--- src/rtl/alu_nibble_sequencer_if.sv ---
// Request/response bundle for alu_nibble_sequencer: a wide operation goes in over
// valid/ready, the wide result and its flags come back over valid/ready.
interface alu_nibble_sequencer_if #(
  parameter int NIBBLES = 4
);
  localparam int W = 4 * NIBBLES;

  logic         in_valid;
  logic         in_ready;
  logic [2:0]   in_op;
  logic [W-1:0] in_a;
  logic [W-1:0] in_b;
  logic         in_cin;

  logic         out_valid;
  logic         out_ready;
  logic [W-1:0] out_result;
  logic         out_n;
  logic         out_z;
  logic         out_c;
  logic         out_v;
  logic         out_err;

  modport master (
    output in_valid, in_op, in_a, in_b, in_cin, out_ready,
    input  in_ready, out_valid, out_result, out_n, out_z, out_c, out_v, out_err
  );

  modport slave (
    input  in_valid, in_op, in_a, in_b, in_cin, out_ready,
    output in_ready, out_valid, out_result, out_n, out_z, out_c, out_v, out_err
  );
endinterface

--- src/rtl/alu_nibble_sequencer.sv ---
// Drives a 4-bit combinational ALU once per nibble (LSB first) to execute a wide op.
// Optional macro ALU_SAT_EN clamps signed-overflowing ADD/SUB results to the signed extreme.
module alu_nibble_sequencer #(
  parameter int NIBBLES = 4
) (
  input  logic                  clk,
  input  logic                  rst,
  alu_nibble_sequencer_if.slave bus,
  output logic [3:0]            alu_a,
  output logic [3:0]            alu_b,
  output logic [2:0]            alu_opcode,
  output logic                  alu_cin,
  input  logic [3:0]            alu_y,
  input  logic                  alu_c
);
  // state  | meaning
  // S_IDLE | waiting for a request, in_ready=1
  // S_RUN  | one cycle per nibble, ALU driven from registers
  // S_DONE | result held with out_valid until the consumer accepts

  localparam int W     = 4 * NIBBLES;
  localparam int IDX_W = $clog2(NIBBLES);
  localparam logic [IDX_W-1:0] LAST_IDX = IDX_W'(NIBBLES - 1);

  localparam logic [2:0] OP_AND = 3'b000;
  localparam logic [2:0] OP_OR  = 3'b001;
  localparam logic [2:0] OP_XOR = 3'b010;
  localparam logic [2:0] OP_SUB = 3'b101;
  localparam logic [2:0] OP_ADD = 3'b110;

  typedef enum logic [1:0] {S_IDLE, S_RUN, S_DONE} state_t;

  state_t           state_q, state_d;
  logic [IDX_W-1:0] idx_q, idx_d;
  logic [2:0]       op_q, op_d;
  logic [W-1:0]     a_q, a_d;
  logic [W-1:0]     b_q, b_d;
  logic [W-1:0]     acc_q, acc_d;
  logic [3:0]       alu_a_q, alu_a_d;
  logic [3:0]       alu_b_q, alu_b_d;
  logic [2:0]       alu_op_q, alu_op_d;
  logic             alu_cin_q, alu_cin_d;
  logic             in_ready_q, in_ready_d;
  logic             out_valid_q, out_valid_d;
  logic [W-1:0]     res_q, res_d;
  logic             n_q, n_d;
  logic             z_q, z_d;
  logic             c_q, c_d;
  logic             v_q, v_d;
  logic             err_q, err_d;

  logic [IDX_W-1:0] idx_nxt;
  logic [W-1:0]     acc_nxt;
  logic [W-1:0]     res_fin;
  logic             c_raw;
  logic             v_raw;

  function automatic logic op_supported(input logic [2:0] op);
    return (op == OP_AND) || (op == OP_OR) || (op == OP_XOR) ||
           (op == OP_SUB) || (op == OP_ADD);
  endfunction

  function automatic logic op_arith(input logic [2:0] op);
    return (op == OP_ADD) || (op == OP_SUB);
  endfunction

  // Result of the nibble in flight folded into the accumulator, plus flags on the full word.
  always_comb begin
    idx_nxt = idx_q + IDX_W'(1);
    acc_nxt = acc_q;
    acc_nxt[{idx_q, 2'b00} +: 4] = alu_y;
    c_raw = op_arith(op_q) & alu_c;
    v_raw = 1'b0;
    if (op_q == OP_ADD)
      v_raw = (a_q[W-1] == b_q[W-1]) && (acc_nxt[W-1] != a_q[W-1]);
    else if (op_q == OP_SUB)
      v_raw = (a_q[W-1] != b_q[W-1]) && (acc_nxt[W-1] != a_q[W-1]);
    res_fin = acc_nxt;
`ifdef ALU_SAT_EN
    // Overflow direction follows A's sign: a positive A can only overflow upwards.
    if (v_raw)
      res_fin = a_q[W-1] ? {1'b1, {(W-1){1'b0}}} : {1'b0, {(W-1){1'b1}}};
`endif
  end

  always_comb begin
    state_d     = state_q;
    idx_d       = idx_q;
    op_d        = op_q;
    a_d         = a_q;
    b_d         = b_q;
    acc_d       = acc_q;
    alu_a_d     = alu_a_q;
    alu_b_d     = alu_b_q;
    alu_op_d    = alu_op_q;
    alu_cin_d   = alu_cin_q;
    in_ready_d  = in_ready_q;
    out_valid_d = out_valid_q;
    res_d       = res_q;
    n_d         = n_q;
    z_d         = z_q;
    c_d         = c_q;
    v_d         = v_q;
    err_d       = err_q;

    unique case (state_q)
      S_IDLE: begin
        if (bus.in_valid && in_ready_q) begin
          op_d       = bus.in_op;
          a_d        = bus.in_a;
          b_d        = bus.in_b;
          acc_d      = '0;
          idx_d      = '0;
          in_ready_d = 1'b0;
          res_d      = '0;
          n_d        = 1'b0;
          z_d        = 1'b0;
          c_d        = 1'b0;
          v_d        = 1'b0;
          err_d      = ~op_supported(bus.in_op);
          if (op_supported(bus.in_op)) begin
            state_d   = S_RUN;
            alu_a_d   = bus.in_a[3:0];
            alu_b_d   = bus.in_b[3:0];
            alu_op_d  = bus.in_op;
            alu_cin_d = op_arith(bus.in_op) & bus.in_cin;
          end else begin
            state_d = S_DONE;
          end
        end
      end
      S_RUN: begin
        acc_d = acc_nxt;
        if (idx_q == LAST_IDX) begin
          state_d     = S_DONE;
          out_valid_d = 1'b1;
          res_d       = res_fin;
          n_d         = res_fin[W-1];
          z_d         = (res_fin == '0);
          c_d         = c_raw;
          v_d         = v_raw;
          alu_a_d     = '0;
          alu_b_d     = '0;
          alu_op_d    = '0;
          alu_cin_d   = 1'b0;
        end else begin
          idx_d     = idx_nxt;
          alu_a_d   = a_q[{idx_nxt, 2'b00} +: 4];
          alu_b_d   = b_q[{idx_nxt, 2'b00} +: 4];
          alu_cin_d = c_raw;
        end
      end
      S_DONE: begin
        // An unsupported op enters DONE straight from IDLE; out_valid follows one edge later.
        if (!out_valid_q) begin
          out_valid_d = 1'b1;
        end else if (bus.out_ready) begin
          out_valid_d = 1'b0;
          in_ready_d  = 1'b1;
          state_d     = S_IDLE;
        end
      end
      default: state_d = S_IDLE;
    endcase
  end

  always_ff @(posedge clk) begin
    if (rst) begin
      state_q     <= S_IDLE;
      idx_q       <= '0;
      op_q        <= '0;
      a_q         <= '0;
      b_q         <= '0;
      acc_q       <= '0;
      alu_a_q     <= '0;
      alu_b_q     <= '0;
      alu_op_q    <= '0;
      alu_cin_q   <= 1'b0;
      in_ready_q  <= 1'b1;
      out_valid_q <= 1'b0;
      res_q       <= '0;
      n_q         <= 1'b0;
      z_q         <= 1'b0;
      c_q         <= 1'b0;
      v_q         <= 1'b0;
      err_q       <= 1'b0;
    end else begin
      state_q     <= state_d;
      idx_q       <= idx_d;
      op_q        <= op_d;
      a_q         <= a_d;
      b_q         <= b_d;
      acc_q       <= acc_d;
      alu_a_q     <= alu_a_d;
      alu_b_q     <= alu_b_d;
      alu_op_q    <= alu_op_d;
      alu_cin_q   <= alu_cin_d;
      in_ready_q  <= in_ready_d;
      out_valid_q <= out_valid_d;
      res_q       <= res_d;
      n_q         <= n_d;
      z_q         <= z_d;
      c_q         <= c_d;
      v_q         <= v_d;
      err_q       <= err_d;
    end
  end

  assign alu_a          = alu_a_q;
  assign alu_b          = alu_b_q;
  assign alu_opcode     = alu_op_q;
  assign alu_cin        = alu_cin_q;
  assign bus.in_ready   = in_ready_q;
  assign bus.out_valid  = out_valid_q;
  assign bus.out_result = res_q;
  assign bus.out_n      = n_q;
  assign bus.out_z      = z_q;
  assign bus.out_c      = c_q;
  assign bus.out_v      = v_q;
  assign bus.out_err    = err_q;
endmodule

--- src/flat_wrapper.sv ---
// flat-port wrapper written by rule: the top's interface ports become plain ports
module alu_nibble_sequencer_flat 
#(
  parameter int NIBBLES = 4
)
  (clk, rst, alu_a, alu_b, alu_opcode, alu_cin, alu_y, alu_c, bus_in_valid, bus_in_op, bus_in_a, bus_in_b, bus_in_cin, bus_out_ready, bus_in_ready, bus_out_valid, bus_out_result, bus_out_n, bus_out_z, bus_out_c, bus_out_v, bus_out_err);
  alu_nibble_sequencer_if #(.NIBBLES(NIBBLES)) bus_i ();
  input  logic clk;
  input  logic rst;
  output logic [3:0] alu_a;
  output logic [3:0] alu_b;
  output logic [2:0] alu_opcode;
  output logic alu_cin;
  input  logic [3:0] alu_y;
  input  logic alu_c;
  input wire logic [$bits(bus_i.in_valid)-1:0] bus_in_valid;
  input wire logic [$bits(bus_i.in_op)-1:0] bus_in_op;
  input wire logic [$bits(bus_i.in_a)-1:0] bus_in_a;
  input wire logic [$bits(bus_i.in_b)-1:0] bus_in_b;
  input wire logic [$bits(bus_i.in_cin)-1:0] bus_in_cin;
  input wire logic [$bits(bus_i.out_ready)-1:0] bus_out_ready;
  output wire logic [$bits(bus_i.in_ready)-1:0] bus_in_ready;
  output wire logic [$bits(bus_i.out_valid)-1:0] bus_out_valid;
  output wire logic [$bits(bus_i.out_result)-1:0] bus_out_result;
  output wire logic [$bits(bus_i.out_n)-1:0] bus_out_n;
  output wire logic [$bits(bus_i.out_z)-1:0] bus_out_z;
  output wire logic [$bits(bus_i.out_c)-1:0] bus_out_c;
  output wire logic [$bits(bus_i.out_v)-1:0] bus_out_v;
  output wire logic [$bits(bus_i.out_err)-1:0] bus_out_err;
  assign bus_i.in_valid = bus_in_valid;
  assign bus_i.in_op = bus_in_op;
  assign bus_i.in_a = bus_in_a;
  assign bus_i.in_b = bus_in_b;
  assign bus_i.in_cin = bus_in_cin;
  assign bus_i.out_ready = bus_out_ready;
  assign bus_in_ready = bus_i.in_ready;
  assign bus_out_valid = bus_i.out_valid;
  assign bus_out_result = bus_i.out_result;
  assign bus_out_n = bus_i.out_n;
  assign bus_out_z = bus_i.out_z;
  assign bus_out_c = bus_i.out_c;
  assign bus_out_v = bus_i.out_v;
  assign bus_out_err = bus_i.out_err;
  alu_nibble_sequencer #(.NIBBLES(NIBBLES)) u_core (.clk(clk), .rst(rst), .bus(bus_i), .alu_a(alu_a), .alu_b(alu_b), .alu_opcode(alu_opcode), .alu_cin(alu_cin), .alu_y(alu_y), .alu_c(alu_c));
endmodule
--- config.mk ---
export PLATFORM = sky130hd
export DESIGN_NAME = alu_nibble_sequencer_flat
export DESIGN_NICKNAME = d
export VERILOG_FILES = /design/src/rtl/alu_nibble_sequencer_if.sv /design/src/rtl/alu_nibble_sequencer.sv /design/src/flat_wrapper.sv
export SDC_FILE = /design/constraint.sdc
export NUM_CORES = 1
export LEC_CHECK = 0
export CORE_ASPECT_RATIO = 1.25
export CORE_UTILIZATION = 48
export CTS_BUF_LIST = sky130_fd_sc_hd__clkbuf_8
export DETAILED_ROUTE_END_ITERATION = 8
export PLACE_DENSITY = 0.77
export SYNTH_ARGS = -nofsm -noshare
export SYNTH_HDL_FRONTEND = slang
export SYNTH_SLANG_ARGS = --single-unit
--- constraint.sdc ---
create_clock -name clk -period 2.3 [get_ports clk]
set_clock_uncertainty 0.2 [all_clocks]
set_input_delay 0.345 -clock clk [delete_from_list [all_inputs] [get_ports clk]]
set_output_delay 0.345 -clock clk [all_outputs]
set_load 0.005 [all_outputs]
==> run summary, run 1 <==
worst slew pin tran: 0.474 ns
P_int: 2.36 mW
Setup Viol. Count Final: 0
EDFF count, synth: 0
via count: 3,600
reg2reg start: u_core.idx_q[1]
Yosys cell types: 51
f_max: 449 MHz
IO buf count: 79
Ant. Diodes: 0
Synth area leader: dfxtp_1
Worst setup EP type: flip-flop
layout cells sized above 1: 11.8%
worst hold path type: reg2reg
CP Data Required Time: 2.32 ns
CP Max Fanout: 11
leakage power: 1.87 nW
I/O pin count: 80
Core Area: 7840 sq um
worst IR drop on VDD: 407 uV
Tcrit/Tclk final: 96.9%
Layout area overhead: 30.2%
sw frac: 29.8%
die width: 82.8 um
Final Hold Fails: 0
fin cells: 647
most common cell after layout, fill and taps aside: dfxtp_1
grt total ovfl: 0
cell count after placement: 631
hold depth: 2
pwr/cell area: 658 nW/um^2
Max transition margin: 68.1%
initial antenna violation count: 0
most frequent cells in the layout: dfxtp_1, nand2_1, clkdlybuf4s50_1
clock transition at the registers of the reported paths: 0.09 ns
part of the Yosys area used for sequential elements: 45.4%
Flop pwr share: 50.4%
DR iter-0 viols: 225
Avg Vias per Cell: 5.56
Nets: 598
cts bufs inserted: 9
run status: complete, no violations
Slew Limit Fails: 0
FFs w/ async S/R, synth: 0%
H-tree levels: 3
Die Y-Extent: 103 um
drt total wl: 10,200 um
Mapped Area: 3920 sq um
met1 Use GR: 28.0%
full die area: 8540 sq um
root buf cell: clkbuf_8
syn nets: 516
MaxCap Viol Count: 0
Crit path arrival time: 2.25 ns
largest net degree at the start of global routing: 90
Clk Latency, worst-skew pair: 0.35 ns
post-synthesis sequential element count: 89
CP Launch Type: flip-flop
Clock power frac: 29.4%
CTS sink cnt: 89
RSZ-0062 raised after global routing: no
Site Rows: 36
Reg2Reg Depth: 6
predominant post-synthesis flop cell: dfxtp_1
CTS tree: built
Critical path origin: u_core.idx_q[1]
Comb power frac: 20.2%
Net Switching: 1.00 mW
first-pass GRT wire length: 16,700 um
drt pass-1 iters: 5
starting density of the core: 50.0%
WS Path Type: reg2reg
CTS max path bufs: 2
syn avg cell area: 8.43 sq um
met2 Usage GRT: 46.5%
hpwl dp: 7210 um
Tmin final: 2.23 ns
hold_sp: u_core.a_q[13]
Post-Syn Instances: 465
DR DRC count: 0
ranking of synthesized cells by area: dfxtp_1, nand2_1, a21oi_1, nor2_1, a22oi_1
number of hold buffers added after CTS: 0
area share of the largest cell type after synthesis: 45.4%
vias in the first global route: 3,596
GRT Util Overall: 24.5%
met3 Usage GRT: 4.08%
antenna-violating nets left: 0
Yosys Warn Count: 0
WL per Instance: 15.8 um
GPL Wtd Cong: 0.863
GRT busiest layer: met2
TNS Setup: 0 ns
-- cell usage after synthesis (3+ instances only) --
cell type and n:
nor4_2 3, nor3_1 13, a22oi_1 29, nor2b_1 4
nor2_1 64, o21ai_0 9, inv_1 10, nand2b_1 9
a221oi_1 8, a22o_1 3, a21oi_1 51, mux4_2 8
dfxtp_1 89, nand2_1 80, clkbuf_1 19, ha_1 6
buf_2 14, nand3_1 6
-- per-layer routing --
layer | part of all wire [%] | vias to the layer above
li1 | - | 1780
met2 | 53 | 96
met1 | 41 | 1713
met3 | 4.4 | 11
met4 | 1.3 | 0
met5 | 0 | -
-- state kept, by name (all words and copies together) (netlist names) --
name and cells:
u_core.bus.out_c 1, u_core.acc_q 16, u_core.bus.out_result 16, u_core.alu_b 4, u_core.bus.out_v 1, u_core.state_q 2
u_core.bus.out_err 1, u_core.op_q 3, u_core.bus.in_ready 1, u_core.a_q 16, u_core.alu_a 4, u_core.idx_q 2
u_core.alu_opcode 3, u_core.b_q 16, u_core.alu_cin 1, u_core.bus.out_z 1, u_core.bus.out_valid 1
-- cell type report --
| type | instances | area (sq um) |
|---|---|---|
| fillers | 711 | 2730 |
| multi-input cells | 330 | 1970 |
| flip-flops and latches | 89 | 1780 |
| repair buffers | 107 | 1020 |
| clock buffers | 9 | 124 |
| well taps | 95 | 119 |
| clock inverters | 7 | 52.6 |
| inverters | 10 | 37.5 |
-- power groups by stage --
stage | Sequential, mW | Combinational (mW) | Clock [mW]
after floorplan | 1.71 | 0.384 | 0
after global placement | 1.72 | 0.655 | 0
after detailed placement | 1.73 | 0.670 | 0
after CTS | 1.69 | 0.677 | 0.997
after global routing | 1.70 | 0.750 | 1.07
final | 1.69 | 0.679 | 0.987
-- worst paths after layout --
check / slack [ns] / endpoint
max: 0.07 / u_core.alu_a[1]
min: 0.26 / u_core.a_q[13]
max reg2reg: 0.07 / u_core.alu_a[1]
min reg2reg: 0.26 / u_core.a_q[13]
-- stage by stage --
step	setup slack (ns)	utilization [%]	total power [mW]	cell area, sq um	hold slack, ns
after floorplan	0.00294	-	2.09	3930	0.233
after global placement	0.132	62.7	2.38	4910	0.240
after detailed placement	0.0423	62.7	2.40	4910	0.247
after CTS	0.0397	65.0	3.37	5090	0.258
after global routing	0.00661	65.2	3.52	5110	0.276
final	0.0722	65.2	3.36	5110	0.258
-- worst max-delay path: stages (launching register included) --
cell and delay, ns:
dfxtp_1 0.34, inv_1 0.08, ha_2 0.41, buf_12 0.16, mux4_2 0.49, a221oi_1 0.32
nor3_1 0.09
-- logic make-up (layout without fill, tap and decap cells) --
family,Yosys count,in the layout,synth area share (%)
buffers and inverters,46,133,5.07
DFF,89,89,45.4
adders and majority gates,6,6,1.91
xor gates and xnor gates,3,3,0.670
and+or+nand+nor,196,196,22.8
AOI/OAI and AO/OA,114,114,18.7
muxes,11,11,5.39
-- repair_timing --
action | 4_1_cts | 5_1_grt
resized for setup | 0 | 3
buffers inserted | 0 | 0
setup endpoints to repair | 0 | 5
No activity file was read; power rests on OpenSTA's default activity.
==> run 2: changes to the inputs <==
--- a/config.mk
+++ b/config.mk
@@ -9,7 +9,7 @@
 export CORE_UTILIZATION = 48
 export CTS_BUF_LIST = sky130_fd_sc_hd__clkbuf_8
 export DETAILED_ROUTE_END_ITERATION = 8
-export PLACE_DENSITY = 0.77
+export PLACE_DENSITY_LB_ADDON = 0.12
 export SYNTH_ARGS = -nofsm -noshare
 export SYNTH_HDL_FRONTEND = slang
 export SYNTH_SLANG_ARGS = --single-unit
==> run summary, run 2 (synthesized netlist as in run 1, its figures left out) <==
H-tree levels: 3 (unchanged)
CP Launch Type: flip-flop
met2 Usage GRT: 44.9% (-1.6 points)
starting density of the core: 50.0% (unchanged)
worst slew pin tran: 0.463 ns (-0.0107 ns)
drt pass-1 iters: 4 (-1)
Ant. Diodes: 0 (unchanged)
cts bufs inserted: 9 (unchanged)
RSZ-0062 raised after global routing: no
die width: 82.8 um (unchanged)
leakage power: 1.89 nW (+1.2%)
hpwl dp: 7260 um (+0.65%)
most common cell after layout, fill and taps aside: dfxtp_1
pwr/cell area: 670 nW/um^2 (+1.8%)
worst hold path type: reg2reg
Site Rows: 36 (unchanged)
I/O pin count: 80 (unchanged)
Final Hold Fails: 0 (unchanged)
Tmin final: 2.16 ns (-0.0639 ns)
clock transition at the registers of the reported paths: 0.09 ns (about the same)
most frequent cells in the layout: dfxtp_1, nand2_1, clkdlybuf4s50_1
Clk Latency, worst-skew pair: 0.35 ns (about the same)
root buf cell: clkbuf_8
# fillers: 701 (-1.4%)
CTS sink cnt: 89 (unchanged)
Worst setup EP type: flip-flop
MaxCap Viol Count: 0 (unchanged)
setup ws final: 0.136 ns (+0.0639 ns)
met3 Usage GRT: 3.12% (-0.96 points)
Layout area overhead: 31.1%
DR DRC count: 0 (unchanged)
DR iter-0 viols: 174 (-23%)
run status: complete, no violations
Overall Power: 3.45 mW (+2.6%)
GRT busiest layer: met2
met1 Use GR: 28.5% (+0.56 points)
TNS Setup: 0 ns (unchanged)
Core Area: 7840 sq um (unchanged)
initial antenna violation count: 0 (unchanged)
IO buf count: 79 (unchanged)
drt total wl: 10,300 um (+0.68%)
GPL Wtd Cong: 0.875 (+1.4%)
Die Y-Extent: 103 um (unchanged)
via count: 3,640 (+1.1%)
first-pass GRT wire length: 16,900 um (+0.91%)
Avg Vias per Cell: 5.63 (+1.1%)
antenna-violating nets left: 0 (unchanged)
Crit path arrival time: 2.20 ns (-0.05 ns)
vias in the first global route: 3,642 (+1.3%)
GRT Util Overall: 24.6% (+0.11 points)
Tcrit/Tclk final: 94.1% (-2.8 points)
Nets: 599 (+0.17%)
Slew Limit Fails: 0 (unchanged)
Setup Viol. Count Final: 0 (unchanged)
WS Path Type: reg2reg
hold_ws: 0.258 ns (+0.000314 ns)
layout cells sized above 1: 12.1% (+0.36 points)
CTS tree: built
largest net degree at the start of global routing: 90 (unchanged)
CP Data Required Time: 2.33 ns (about the same)
Setup Buffers After CTS: 0 (unchanged)
grt total ovfl: 0 (unchanged)
Max transition margin: 69.0% (+0.94 points)
full die area: 8540 sq um (unchanged)
CP Max Fanout: 4 (-7)
worst IR drop on VDD: 495 uV (+22%)
CTS max path bufs: 2 (unchanged)
f_max: 462 MHz (+3.0%)
WL per Instance: 15.9 um (+0.68%)
Post-Place Setup Slack: 0.0294 ns (-0.0128 ns)
-- run 2: critical path, stage by stage (launching register included) --
cell and delay [ns]:
dfxtp_1 0.38, inv_1 0.13, ha_4 0.31, buf_4 0.15, mux4_2 0.50, a221oi_1 0.30
nor3_1 0.09
-- run 2: area by class of cell --
class	instances	area (sq um)	area share, %
Inverter	10	37.5	0.730
Sequential cell	89	1780	34.6
Clock buffer	10	138	2.68
Clock inverter	5	56.3	1.09
Tap cell	95	119	2.31
Multi-Input combinational cell	330	1980	38.5
Timing Repair Buffer	108	1030	20.0
-- run 2: power by group --
part,internal [mW],switching [mW],leakage [nW]
Sequential,1.63,0.0642,0.724
Combinational,0.333,0.352,1.07
Clock,0.524,0.544,0.0981
-- run 2: timing repair --
item,in CTS,in global routing
gates resized for setup,0,7
setup endpoints to repair,0,9
hold buffers,0,0
-- run 2: final timing paths --
| kind | startpoint | to | slack [ns] | cells after the start |
|---|---|---|---|---|
| setup / recovery | u_core.idx_q[0] | u_core.alu_b[1] | 0.14 | 6 |
| hold / removal | u_core.a_q[8] | u_core.a_q[8] | 0.26 | 2 |
| setup reg to reg | u_core.idx_q[0] | u_core.alu_b[1] | 0.14 | 6 |
| hold reg to reg | u_core.a_q[8] | u_core.a_q[8] | 0.26 | 2 |
-- run 2: layer usage --
metal | routed length [um] | part of all wire [%] | up-vias
li1 | - | - | 1792
met1 | 4190 | 41 | 1730
met2 | 5450 | 53 | 100
met3 | 396 | 3.9 | 18
met4 | 238 | 2.3 | 0
met5 | 0 | 0 | -
-- run 2: stage by stage --
stage               instances  utilization (%)  instance area [sq um]
floorplan                 465                -                   3930
global placement          632             62.8                   4920
detailed placement        632             62.8                   4920
CTS                       647             65.3                   5120
global route              647             65.6                   5140
finish                    647             65.6                   5140
==> run 3: changes to the inputs <==
--- a/config.mk
+++ b/config.mk
@@ -8,6 +8,7 @@
 export CORE_ASPECT_RATIO = 1.25
 export CORE_UTILIZATION = 48
 export CTS_BUF_LIST = sky130_fd_sc_hd__clkbuf_8
+export CTS_CLUSTER_SIZE = 40
 export DETAILED_ROUTE_END_ITERATION = 8
 export PLACE_DENSITY_LB_ADDON = 0.12
 export SYNTH_ARGS = -nofsm -noshare
==> results of run 3 <==
Final layout, timing and power as in run 2 (identical DEF).
